==> src/rtl/seg_pkg.sv <==
// seg_pkg: shared constants and helpers for the seven-segment display blocks.
//   SEG_OFF / SEG_DASH : active-low segment patterns (gfedcba order, bit 6 = g).
//   hex_to_seg()       : active-low hex digit (0-F) to segment pattern.
//   clog2()            : ceiling log2 usable in parameter expressions.
//   max1()             : clamps a derived width to at least one bit.
package seg_pkg;

    localparam logic [6:0] SEG_OFF  = 7'h7F;
    localparam logic [6:0] SEG_DASH = 7'b0111111;

    function automatic int unsigned clog2(input int unsigned v);
        int unsigned r;
        longint unsigned x;
        r = 0;
        x = 1;
        while (x < longint'(v)) begin
            x = x << 1;
            r = r + 1;
        end
        return r;
    endfunction

    function automatic int unsigned max1(input int unsigned v);
        return (v > 1) ? v : 1;
    endfunction

    function automatic logic [6:0] hex_to_seg(input logic [3:0] h);
        logic [6:0] pat;
        pat = SEG_OFF;
        unique case (h)
            4'h0: pat = 7'h40;
            4'h1: pat = 7'h79;
            4'h2: pat = 7'h24;
            4'h3: pat = 7'h30;
            4'h4: pat = 7'h19;
            4'h5: pat = 7'h12;
            4'h6: pat = 7'h02;
            4'h7: pat = 7'h78;
            4'h8: pat = 7'h00;
            4'h9: pat = 7'h10;
            4'hA: pat = 7'h08;
            4'hB: pat = 7'h03;
            4'hC: pat = 7'h46;
            4'hD: pat = 7'h21;
            4'hE: pat = 7'h06;
            4'hF: pat = 7'h0E;
            default: pat = SEG_OFF;
        endcase
        return pat;
    endfunction

endpackage

==> src/rtl/scan_prescaler.sv <==
// scan_prescaler: free-running 0..PRESCALE-1 counter with an enable.
//   clk   : clock
//   rst_n : asynchronous active-low reset (counter to 0)
//   en    : count enable; low freezes the counter and suppresses tick
//   tick  : high for one cycle when the counter is at PRESCALE-1 and en is high
module scan_prescaler
    import seg_pkg::*;
#(
    parameter int unsigned PRESCALE = 100000,
    localparam int unsigned PS_W = max1(clog2(PRESCALE))
) (
    input  logic clk,
    input  logic rst_n,
    input  logic en,
    output logic tick
);

    logic [PS_W-1:0] ps_cnt_q, ps_cnt_d;
    logic            at_top;

    assign at_top = (ps_cnt_q == PS_W'(PRESCALE - 1));
    assign tick   = en & at_top;

    always_comb begin
        ps_cnt_d = ps_cnt_q;
        if (en) begin
            ps_cnt_d = at_top ? '0 : ps_cnt_q + PS_W'(1);
        end
    end

    always_ff @(posedge clk or negedge rst_n) begin
        if (!rst_n) begin
            ps_cnt_q <= '0;
        end else begin
            ps_cnt_q <= ps_cnt_d;
        end
    end

endmodule

==> src/rtl/seg_scan_mux.sv <==
// seg_scan_mux: time-multiplexed seven-segment driver with per-digit source select.
//   clk, rst_n : clock, asynchronous active-low reset
//   src        : NUM_SRC active-low 7-bit patterns, source k at src[7k+6:7k]
//   sel        : per-digit source select, digit d at sel[SEL_W*d +: SEL_W]
//   dp_in      : per-digit active-low decimal point
//   en         : scan enable; low blanks outputs and freezes the scan
//   seg, dp    : registered active-low segment / decimal-point drive
//   an         : registered active-low one-hot anode drive
//   digit_idx  : registered index of the digit being scanned
// Build option: define SEG_SCAN_DEADTIME_EN to insert one blank cycle after
// every scan advance (anti-ghosting); each digit is then lit PRESCALE-1 cycles.
module seg_scan_mux
    import seg_pkg::*;
#(
    parameter int unsigned NUM_DIGITS  = 4,
    parameter int unsigned NUM_SRC     = 3,
    parameter int unsigned PRESCALE    = 100000,
    parameter logic [6:0]  DEFAULT_PAT = SEG_DASH,
    localparam int unsigned SEL_W = max1(clog2(NUM_SRC + 1)),
    localparam int unsigned IDX_W = max1(clog2(NUM_DIGITS))
) (
    input  logic                        clk,
    input  logic                        rst_n,
    input  logic [NUM_SRC*7-1:0]        src,
    input  logic [NUM_DIGITS*SEL_W-1:0] sel,
    input  logic [NUM_DIGITS-1:0]       dp_in,
    input  logic                        en,
    output logic [6:0]                  seg,
    output logic                        dp,
    output logic [NUM_DIGITS-1:0]       an,
    output logic [IDX_W-1:0]            digit_idx
);

    logic                  tick;
    logic                  blank;
    logic [IDX_W-1:0]      digit_idx_q, digit_idx_d;
    logic [6:0]            seg_q, seg_d;
    logic                  dp_q, dp_d;
    logic [NUM_DIGITS-1:0] an_q, an_d;

    logic [SEL_W-1:0]      cur_sel;
    logic [6:0]            cur_seg;
    logic                  cur_dp;
    logic [NUM_DIGITS-1:0] cur_an;

    scan_prescaler #(
        .PRESCALE(PRESCALE)
    ) u_prescaler (
        .clk  (clk),
        .rst_n(rst_n),
        .en   (en),
        .tick (tick)
    );

    // Explicit wrap so non-power-of-two digit counts never reach an unused index.
    always_comb begin
        digit_idx_d = digit_idx_q;
        if (tick) begin
            digit_idx_d = (digit_idx_q == IDX_W'(NUM_DIGITS - 1)) ? '0
                                                                 : digit_idx_q + IDX_W'(1);
        end
    end

    // Selection uses the pre-advance index, so the registered outputs trail
    // digit_idx by one cycle and every digit is shown for a full PRESCALE slot.
    always_comb begin
        cur_sel = '0;
        cur_dp  = 1'b1;
        cur_an  = '1;
        for (int d = 0; d < NUM_DIGITS; d++) begin
            if (digit_idx_q == IDX_W'(d)) begin
                cur_sel   = sel[SEL_W*d +: SEL_W];
                cur_dp    = dp_in[d];
                cur_an[d] = 1'b0;
            end
        end
        cur_seg = DEFAULT_PAT;
        for (int k = 0; k < NUM_SRC; k++) begin
            if (cur_sel == SEL_W'(k)) begin
                cur_seg = src[7*k +: 7];
            end
        end
    end

    always_comb begin
`ifdef SEG_SCAN_DEADTIME_EN
        // Blank the slot boundary: the cycle after a tick shows nothing.
        blank = ~en | tick;
`else
        blank = ~en;
`endif
        seg_d = blank ? SEG_OFF : cur_seg;
        dp_d  = blank ? 1'b1    : cur_dp;
        an_d  = blank ? '1      : cur_an;
    end

    always_ff @(posedge clk or negedge rst_n) begin
        if (!rst_n) begin
            digit_idx_q <= '0;
            seg_q       <= SEG_OFF;
            dp_q        <= 1'b1;
            an_q        <= '1;
        end else begin
            digit_idx_q <= digit_idx_d;
            seg_q       <= seg_d;
            dp_q        <= dp_d;
            an_q        <= an_d;
        end
    end

    assign seg       = seg_q;
    assign dp        = dp_q;
    assign an        = an_q;
    assign digit_idx = digit_idx_q;

endmodule

==> config.mk <==
export PLATFORM = sky130hd
export DESIGN_NAME = seg_scan_mux
export DESIGN_NICKNAME = d
export VERILOG_FILES = /design/src/rtl/seg_pkg.sv /design/src/rtl/scan_prescaler.sv /design/src/rtl/seg_scan_mux.sv
export SDC_FILE = /design/constraint.sdc
export NUM_CORES = 1
export LEC_CHECK = 0
export ABC_AREA = 0
export ABC_CLOCK_PERIOD_IN_PS = 5300
export CAP_MARGIN = 20
export CORE_MARGIN = 8
export CORE_UTILIZATION = 50
export DETAILED_ROUTE_END_ITERATION = 7
export PLACE_DENSITY = 0.87
export SETUP_SLACK_MARGIN = 0.4
export SYNTH_ARGS = -nofsm -noshare
export SYNTH_HDL_FRONTEND = slang
export SYNTH_SLANG_ARGS = --single-unit
==> constraint.sdc <==
create_clock -name clk -period 5.3 [get_ports clk]
set_input_delay 0.795 -clock clk [delete_from_list [all_inputs] [get_ports clk]]
set_output_delay 0.795 -clock clk [all_outputs]
set_load 0.005 [all_outputs]
Yosys cells after proc, flatten, opt, wreduce, memory -nomap -nowiden:

Index checks and enable logic that the tools add are counted.

* bits in registers: 31
* input bits: 36
* output and inout port bits: 14
* logic and storage cells: 36

* add/sub/neg operators: 2
* equality and inequality tests: 6
* mux-type cells: 20
* bitwise gates (word level): 1
* reductions and logical operators: 2

Operators with widths (number)
* 7-bit 2-to-1 mux: 4
* 17-bit by 1-bit adder with 17-bit output (second input constant): 1
* 17-bit equality test (second input constant): 1
* 17-bit 2-to-1 mux: 1
* 2-bit 2-to-1 mux: 5
* 1-bit 2-to-1 mux: 9
* 2-bit equality test (second input constant): 3
* 2-bit by 1-bit equality test with 1-bit output (second input constant): 2
* 2-bit logical NOT: 2
* 4-bit 2-to-1 mux: 1
* 2-bit by 1-bit adder with 2-bit output (second input constant): 1
* 1-bit bitwise AND: 1

Logic depth before layout (Yosys ltp):

Gate-level depths: netlist of the first run.

* depth in word-level cells: 10
* mapped depth: 7
* mapped depth without buffers: 6

By module:

Synthesis of the first run repeated with hierarchy kept, for this count alone.

* cell total of the unflattened synthesis: 169
* area total of the unflattened synthesis: 1736.7 µm²

By module, submodules not included
* scan_prescaler: instances 1, cells each 91, area each 922.1 µm², sequential area each 425.4 µm²
* seg_scan_mux: instances 1, cells each 78, area each 814.5 µm², sequential area each 365.4 µm²

Least setup slack after synthesis of the first run:

No wires, ideal clock.

* kind: input -> register
* from: input port sel[3]
* to: register seg_q[3], in the netlist seg[3]
* setup time: 0.092 ns
* arrival time: 1.778 ns
* required time: 5.208 ns
* setup slack: 3.430 ns
* stages on the path: 5
* path buffers: 1
* cell sequence: a211o_1 or2_0 buf_2 a221oi_1 o21ai_1

* cells in the longest elaborated chain, start to end: 8
* elaborated cells between the ends (all ways): 10
* those cells by class: 2 x eq/ne; 7 x mux; 1 x reduce/logical

Ends and longest elaborated chain
* start, declared: line seg_scan_mux.sv:25 `input logic [NUM_DIGITS*SEL_W-1:0] sel,`
* 2-bit 2-to-1 mux * (3 in a row): line seg_scan_mux.sv:71 `if (digit_idx_q == IDX_W'(d)) begin`
* 2-bit logical NOT: line seg_scan_mux.sv:79 `if (cur_sel == SEL_W'(k)) begin`
* 7-bit 2-to-1 mux (2 in a row): line seg_scan_mux.sv:79
* 7-bit 2-to-1 mux *: line seg_scan_mux.sv:79
* 7-bit 2-to-1 mux *: line seg_scan_mux.sv:92 `seg_d = blank ? SEG_OFF : cur_seg;`
* named net seg_d[3]: line seg_scan_mux.sv:37 `logic [6:0] seg_q, seg_d;`
* end signal, assigned: line seg_scan_mux.sv:105 `seg_q <= seg_d;`
* end, declared: line seg_scan_mux.sv:37

Mark *: on every way through the listed nets, which the timed path passes. The rest lies on a longest branch.
A chain may end at the register's enable or synchronous reset.

==> results of run 1 <==
==> layout make-up <==
class | count | area (um2) | area share (%)
repair buffers | 50 | 498 | 22.2
flip-flops and latches | 31 | 791 | 35.3
inverters | 6 | 22.5 | 1.01
clock buffers | 6 | 51.3 | 2.29
clock inverters | 1 | 5.00 | 0.224
multi-input cells | 118 | 813 | 36.3
well taps | 46 | 57.6 | 2.57
==> synthesized netlist by cell type (2+ instances only) <==
library cell and instances:
a221oi_1 5, and2_1 2, and3_1 8, and4_1 2, and4b_1 2, buf_2 3
dfrtp_1 19, dfstp_2 12, ha_1 5, inv_1 6, mux2i_1 5, nand2_1 15
nand3_1 8, nand4_1 4, nor2_1 7, nor2b_1 2, nor3_1 7, nor3b_1 2
o21ai_0 6, o21ai_1 6, xnor2_1 7, xor2_1 3
==> cell families after synthesis <==
group | Yosys count | share of synthesized area [%]
and+or+nand+nor | 69 | 23.4
DFF | 31 | 47.7
AOI/OAI and AO/OA | 28 | 12.9
buffers and inverters | 11 | 3.17
xor gates and xnor gates | 10 | 5.29
muxes | 6 | 3.70
adders and majority gates | 5 | 3.78
==> registers in the layout, summed over array words and instances, names as in the netlist <==
name                  flops
dp                        1
u_prescaler.ps_cnt_q     17
seg                       7
an                        4
digit_idx                 2
==> power breakdown <==
part | leakage, uW | total, uW | switching [uW] | internal [uW]
logic | 0.000547 | 94.1 | 38.1 | 56.0
clock network | 0.0000341 | 133 | 71.8 | 61.3
registers | 0.000364 | 291 | 28.0 | 263
==> worst max-delay path by stage <==
stage / start / end / slack, ps / cells after the start
after floorplan: sel[3] / seg[3] / 3430 / 5
after global placement: en / u_prescaler.ps_cnt_q[16] / 2540 / 5
after detailed placement: en / u_prescaler.ps_cnt_q[16] / 2470 / 5
after CTS: en / u_prescaler.ps_cnt_q[16] / 2820 / 5
after global routing: en / u_prescaler.ps_cnt_q[16] / 2690 / 5
final: en / u_prescaler.ps_cnt_q[16] / 2810 / 5
==> layout by cell type, fill, tap and decap left out, drive strengths merged, types with 7 or more instances in the layout <==
| cell | n |
|---|---|
| xnor2 | 7 |
| nand2 | 15 |
| nor3 | 7 |
| dfrtp | 19 |
| o21ai | 12 |
| nor2 | 8 |
| nand3 | 8 |
| clkdlybuf4s50 | 49 |
| and3 | 8 |
| dfstp | 12 |
==> metal layers <==
layer	track usage (%)	vias to the layer above	routed length [um]	part of all wire (%)
met5	0	-	0	0
met2	27.9	47	1930	50
met1	17.0	675	1610	41
li1	-	695	-	-
met4	7.10	0	48	1.2
met3	5.59	7	292	7.5
==> metrics by stage <==
stage          cells  hold WS (ps)  power [uW]
4_1_cts          258           500         524
2_1_floorplan    160           431         335
3_5_place_dp     251           483         390
5_1_grt          258           530         548
3_3_place_gp     251           457         384
6_report         258           488         518
==> metrics, run 1 <==
Area Overhead vs Synth=35.1%; Crit path max-delay family=buffers and inverters; initial antenna violation count=0; Final Max Tran Viols=0; slowest stage delay, CP=890 ps; Finished Core Util=68.7%; achievable frequency=0.401 GHz; Post-CTS Hold Fix Bufs=0; syn avg cell area=10.4 um2; DR vias/cell=5.52; setup bufs post-CTS=0; RSZ-0062 raised after global routing=false; Port Buf Inserts=49; largest net degree at the start of global routing=32; critical path class=input port to register; RR Startpoint=digit_idx[0]; Die X-Extent=73.6 um; Leakage=0.000946 uW; final period utilization=47.0%; ys async rst share=100%; clock root buffer=clkbuf_4; Mapped Cells=160; via count=1424; Post-synth EDFFs=0; fin worst setup slack=2810 ps; Max-Cap Viols=0; CORE AREA=0.00326 mm2; Worst VDD drop=92.4 uV; Hold Fails Final Rpt=0; CTS-repair resized insts=0; Yosys warnings=0; Synth top area share=28.7%; Sink Count=31; drt pass-1 iters=4; status=completed; worst-margin pin slew=657 ps; Routed WL per cell=15.0 um; Setup TNS=0 ps; power per cell area=231 mW/mm2; Syn Nets=201; DP HPWL=3.10 mm; latest clock arrival within the worst-skew pair=320 ps; final WL=3.88 mm; Yosys cell types=46; min-delay src=u_prescaler.ps_cnt_q[16]; Hold EP=u_prescaler.ps_cnt_q[16]; first-pass GRT wire length=6.89 mm; Rel. slew slack=56.1%; # diodes=0; CP required=5500 ps; top cells by area, synth=dfrtp_1, dfstp_2, ha_1, xnor2_1, nand2_1; gpl congestion=0.828; io pins=50; Clock Path Buffers=2; starting density of the core=50.8%; die area=0.00541 mm2; Setup violations, final=0; Fill cells=247; htree depth=2; Iteration-0 DRC Markers=82; critical path arrival=2700 ps; final net count=253; crit-path cells=clkdlybuf4s50_1 -> nand4_2 -> and4b_1 -> nand4_1 -> mux2i_1; Worst Skew=11.2 ps; Most used DFF post-synth=dfrtp_1; Final Critical Period=2490 ps; #FFs+latches synth=31; ANT nets after route=0; flop-to-flop setup slack=3210 ps; leading area contributor after synthesis=dfrtp_1; r2r endpoint=seg[4]; Finished Cell Area=0.00224 mm2; CTS tree=yes; num rows=21; worst slack at placement=2470 ps; Worst setup EP type=register; Reg clk slew, reported paths=90 ps; cts bufs inserted=5; CP max stage cell=clkdlybuf4s50_1; worst min-delay path category=register to register; Hold Path Stages=1; DRC Markers=0; R2R cell count=6; critical path buffer and inverter count=1; total gr overflow=0; synthesized area=0.00166 mm2; Crit Path Max Fanout=20; share of layout cells above drive strength 1=12.3%; GRT Util Overall=16.0%; Post-DP Area=0.00218 mm2; vias in the first global route=1555; Seq/Total Area, Yosys=47.7%; CP startpoint kind=input port; die height=73.6 um
No activity file was read; power rests on OpenSTA's default activity.
==> run 2: changes to the inputs <==
ABC_CLOCK_PERIOD_IN_PS = 2020   (was 5300)
CORE_UTILIZATION = 42   (was 50)
PLACE_DENSITY = 0.79   (was 0.87)
clock period = 2.02 ns   (was 5.3 ns; I/O delays follow)
==> run 2 against run 1 <==
  * Routed wire length rose by 16%
  * Global-route usage fell by 1.1 points
  * Clock skew fell by 0.90 ps
  * Largest cell class unchanged
  * Worst hold slack got worse by 77 ps
  * Register-to-register slack got worse by 3000 ps
  * Sequential cell count did not move
  * Sequential power rose to 2.6 times the previous value
  * Largest power group unchanged
  * Combinational power rose to 3.0 times the previous value
  * Core utilization fell by 1.6 points
  * Via count rose by 4.4%
==> metrics, run 2 (same netlist as run 1, synthesis figures left out) <==
status=completed; Sink Count=31 (unchanged); cell-internal power=1170 uW (+210%); Port Buf Inserts=49 (unchanged); htree depth=2 (unchanged); Reg clk slew, reported paths=70 ps (-20 ps); latest clock arrival within the worst-skew pair=280 ps (-40 ps); final WL=4.48 mm (+16%); Seq. cell area=793 um2 (+0.32%); Area Overhead vs Synth=57.4%; die height=78.8 um (+7.1%); number of flip-flops under the largest register name=17 (unchanged); Setup violations, final=0 (unchanged); Hold Fails Final Rpt=0 (unchanged); Clock Path Buffers=2 (unchanged); Final Critical Period=1790 ps; final period utilization=88.5%; gpl congestion=0.784 (-5.3%); Crit Path Max Fanout=6 (-70%); Fill cells=292 (+18%); largest net degree at the start of global routing=32 (unchanged); worst-margin pin slew=379 ps (-278 ps); drt pass-1 iters=4 (unchanged); vias in the first global route=1559 (+0.26%); Post-CTS Hold Fix Bufs=0 (unchanged); Switch Pwr=408 uW (+200%); Rel. slew slack=74.8% (+19 points); DP HPWL=3.17 mm (+2.3%); Iteration-0 DRC Markers=65 (-21%); Clk pwr share=33.5% (+7.8 points); worst min-delay path category=input port to asynchronous set/reset pin; num rows=23 (+9.5%); GRT Util Overall=15.0% (-1.1 points); Max-Cap Viols=0 (unchanged); initial antenna violation count=0 (unchanged); flop-to-flop setup slack=230 ps (-2980 ps); Worst Skew=10.3 ps (-0.896 ps); area of the multi-input gates=978 um2 (+20%); Sequential Power Share=48.5% (-7.6 points); clock root buffer=clkbuf_8; CP required=2210 ps (-3290 ps); CTS tree=yes; die area=0.00621 mm2 (+15%); achievable frequency=0.559 GHz; ANT nets after route=0 (unchanged); critical path arrival=1980 ps (-720 ps); power per cell area=606 mW/mm2 (+160%); total gr overflow=0 (unchanged); starting density of the core=42.6% (-8.2 points); # diodes=0 (unchanged); via count=1486 (+4.4%); most common cell after layout, fill and taps aside=clkdlybuf4s50_1; worst hold slack=411 ps (-77.2 ps); CP startpoint kind=register; Leakage=0.00108 uW (+14%); Worst setup EP type=register; Routed WL per cell=16.1 um (+7.3%); RSZ-0062 raised after global routing=true; Finished Core Util=67.1% (-1.6 points); cts bufs inserted=5 (unchanged); Worst VDD drop=287 uV (+210%); largest register by flop count=u_prescaler.ps_cnt_q; Final Max Tran Viols=0 (unchanged); commonest non-fill, non-tap cells in the layout=clkdlybuf4s50_1, dfrtp_1, nand2_1; final net count=268 (+5.9%); Setup TNS=0 ps (unchanged); Sw Ratio=25.9% (-0.77 points); Comb power frac=18.0% (-0.2 points); share of layout cells above drive strength 1=32.0% (+20 points); DR vias/cell=5.35 (-3.2%); io pins=50 (unchanged); first-pass GRT wire length=7.38 mm (+7.0%); Die X-Extent=78.8 um (+7.1%); CORE AREA=0.00388 mm2 (+19%); critical path class=register to register; DRC Markers=0 (unchanged)
[run 2: cell count changes in the layout (fill, tap and decap cells not counted), sizes merged]
cell           change
buf               +15
clkbuf             +2
clkdlybuf4s50     -11
clkinv             -1
dlygate4sd2        +2
dlymetal6s2s       +9
[run 2: stage by stage]
| step | power [uW] | instance area, um2 | setup WS (ps) | instances |
|---|---|---|---|---|
| 6_report | 1580 | 2610 | 232 | 278 |
| 2_1_floorplan | 890 | 1730 | 289 | 160 |
| 4_1_cts | 1570 | 2510 | 260 | 275 |
| 5_1_grt | 1670 | 2610 | 190 | 278 |
| 3_3_place_gp | 1030 | 2290 | 133 | 260 |
| 3_5_place_dp | 1030 | 2290 | 101 | 260 |
[run 2: cell type report]
class | instances | share of cell area (%)
sequential | 31 | 30.4
inverter | 6 | 0.864
clock buffer | 8 | 3.84
tap | 50 | 2.40
timing repair buffer | 65 | 25.0
multi-input combinational | 118 | 37.5
[run 2: critical path, stage by stage (launching register included)]
cell,delay (ps)
dfrtp_2,450
inv_2,110
ha_2,220
nand3b_1,160
a311o_2,510
nor3_2,150
o21ai_1,110
[run 2: path summary, 6_finish.rpt]
check / startpoint / to / cells after the start
worst min register to register: u_prescaler.ps_cnt_q[16] / u_prescaler.ps_cnt_q[16] / 1
worst min-delay path: rst_n / u_prescaler.ps_cnt_q[7] / 2
max in group asynchronous: rst_n / an[2] / 2
min in group clk: u_prescaler.ps_cnt_q[16] / u_prescaler.ps_cnt_q[16] / 1
worst max register to register: digit_idx[0] / seg[2] / 6
worst max-delay path: digit_idx[0] / seg[2] / 6
[run 2: power groups by stage]
| stage | Combinational, uW | Sequential [uW] | Clock (uW) |
|---|---|---|---|
| floorplan | 132 | 758 | 0 |
| detailed placement | 261 | 773 | 0 |
| finish | 285 | 766 | 529 |
| CTS | 267 | 764 | 538 |
| global placement | 257 | 774 | 0 |
| global route | 313 | 778 | 576 |
[run 2: repair_timing]
| action | in CTS | in global routing |
|---|---|---|
| gates resized for setup | 15 | 23 |
| pin swaps | 3 | 2 |
| endpoints found under the setup margin | 13 | 28 |
| buffers inserted | 7 | 3 |
[run 2: metal layers]
layer  track usage (%)  wire length, um  up-vias
met2              24.4             2280       45
met5                 0                0        -
li1                  -                -      720
met4              6.85              110        0
met1              18.0             1920      711
met3              4.06              165       10
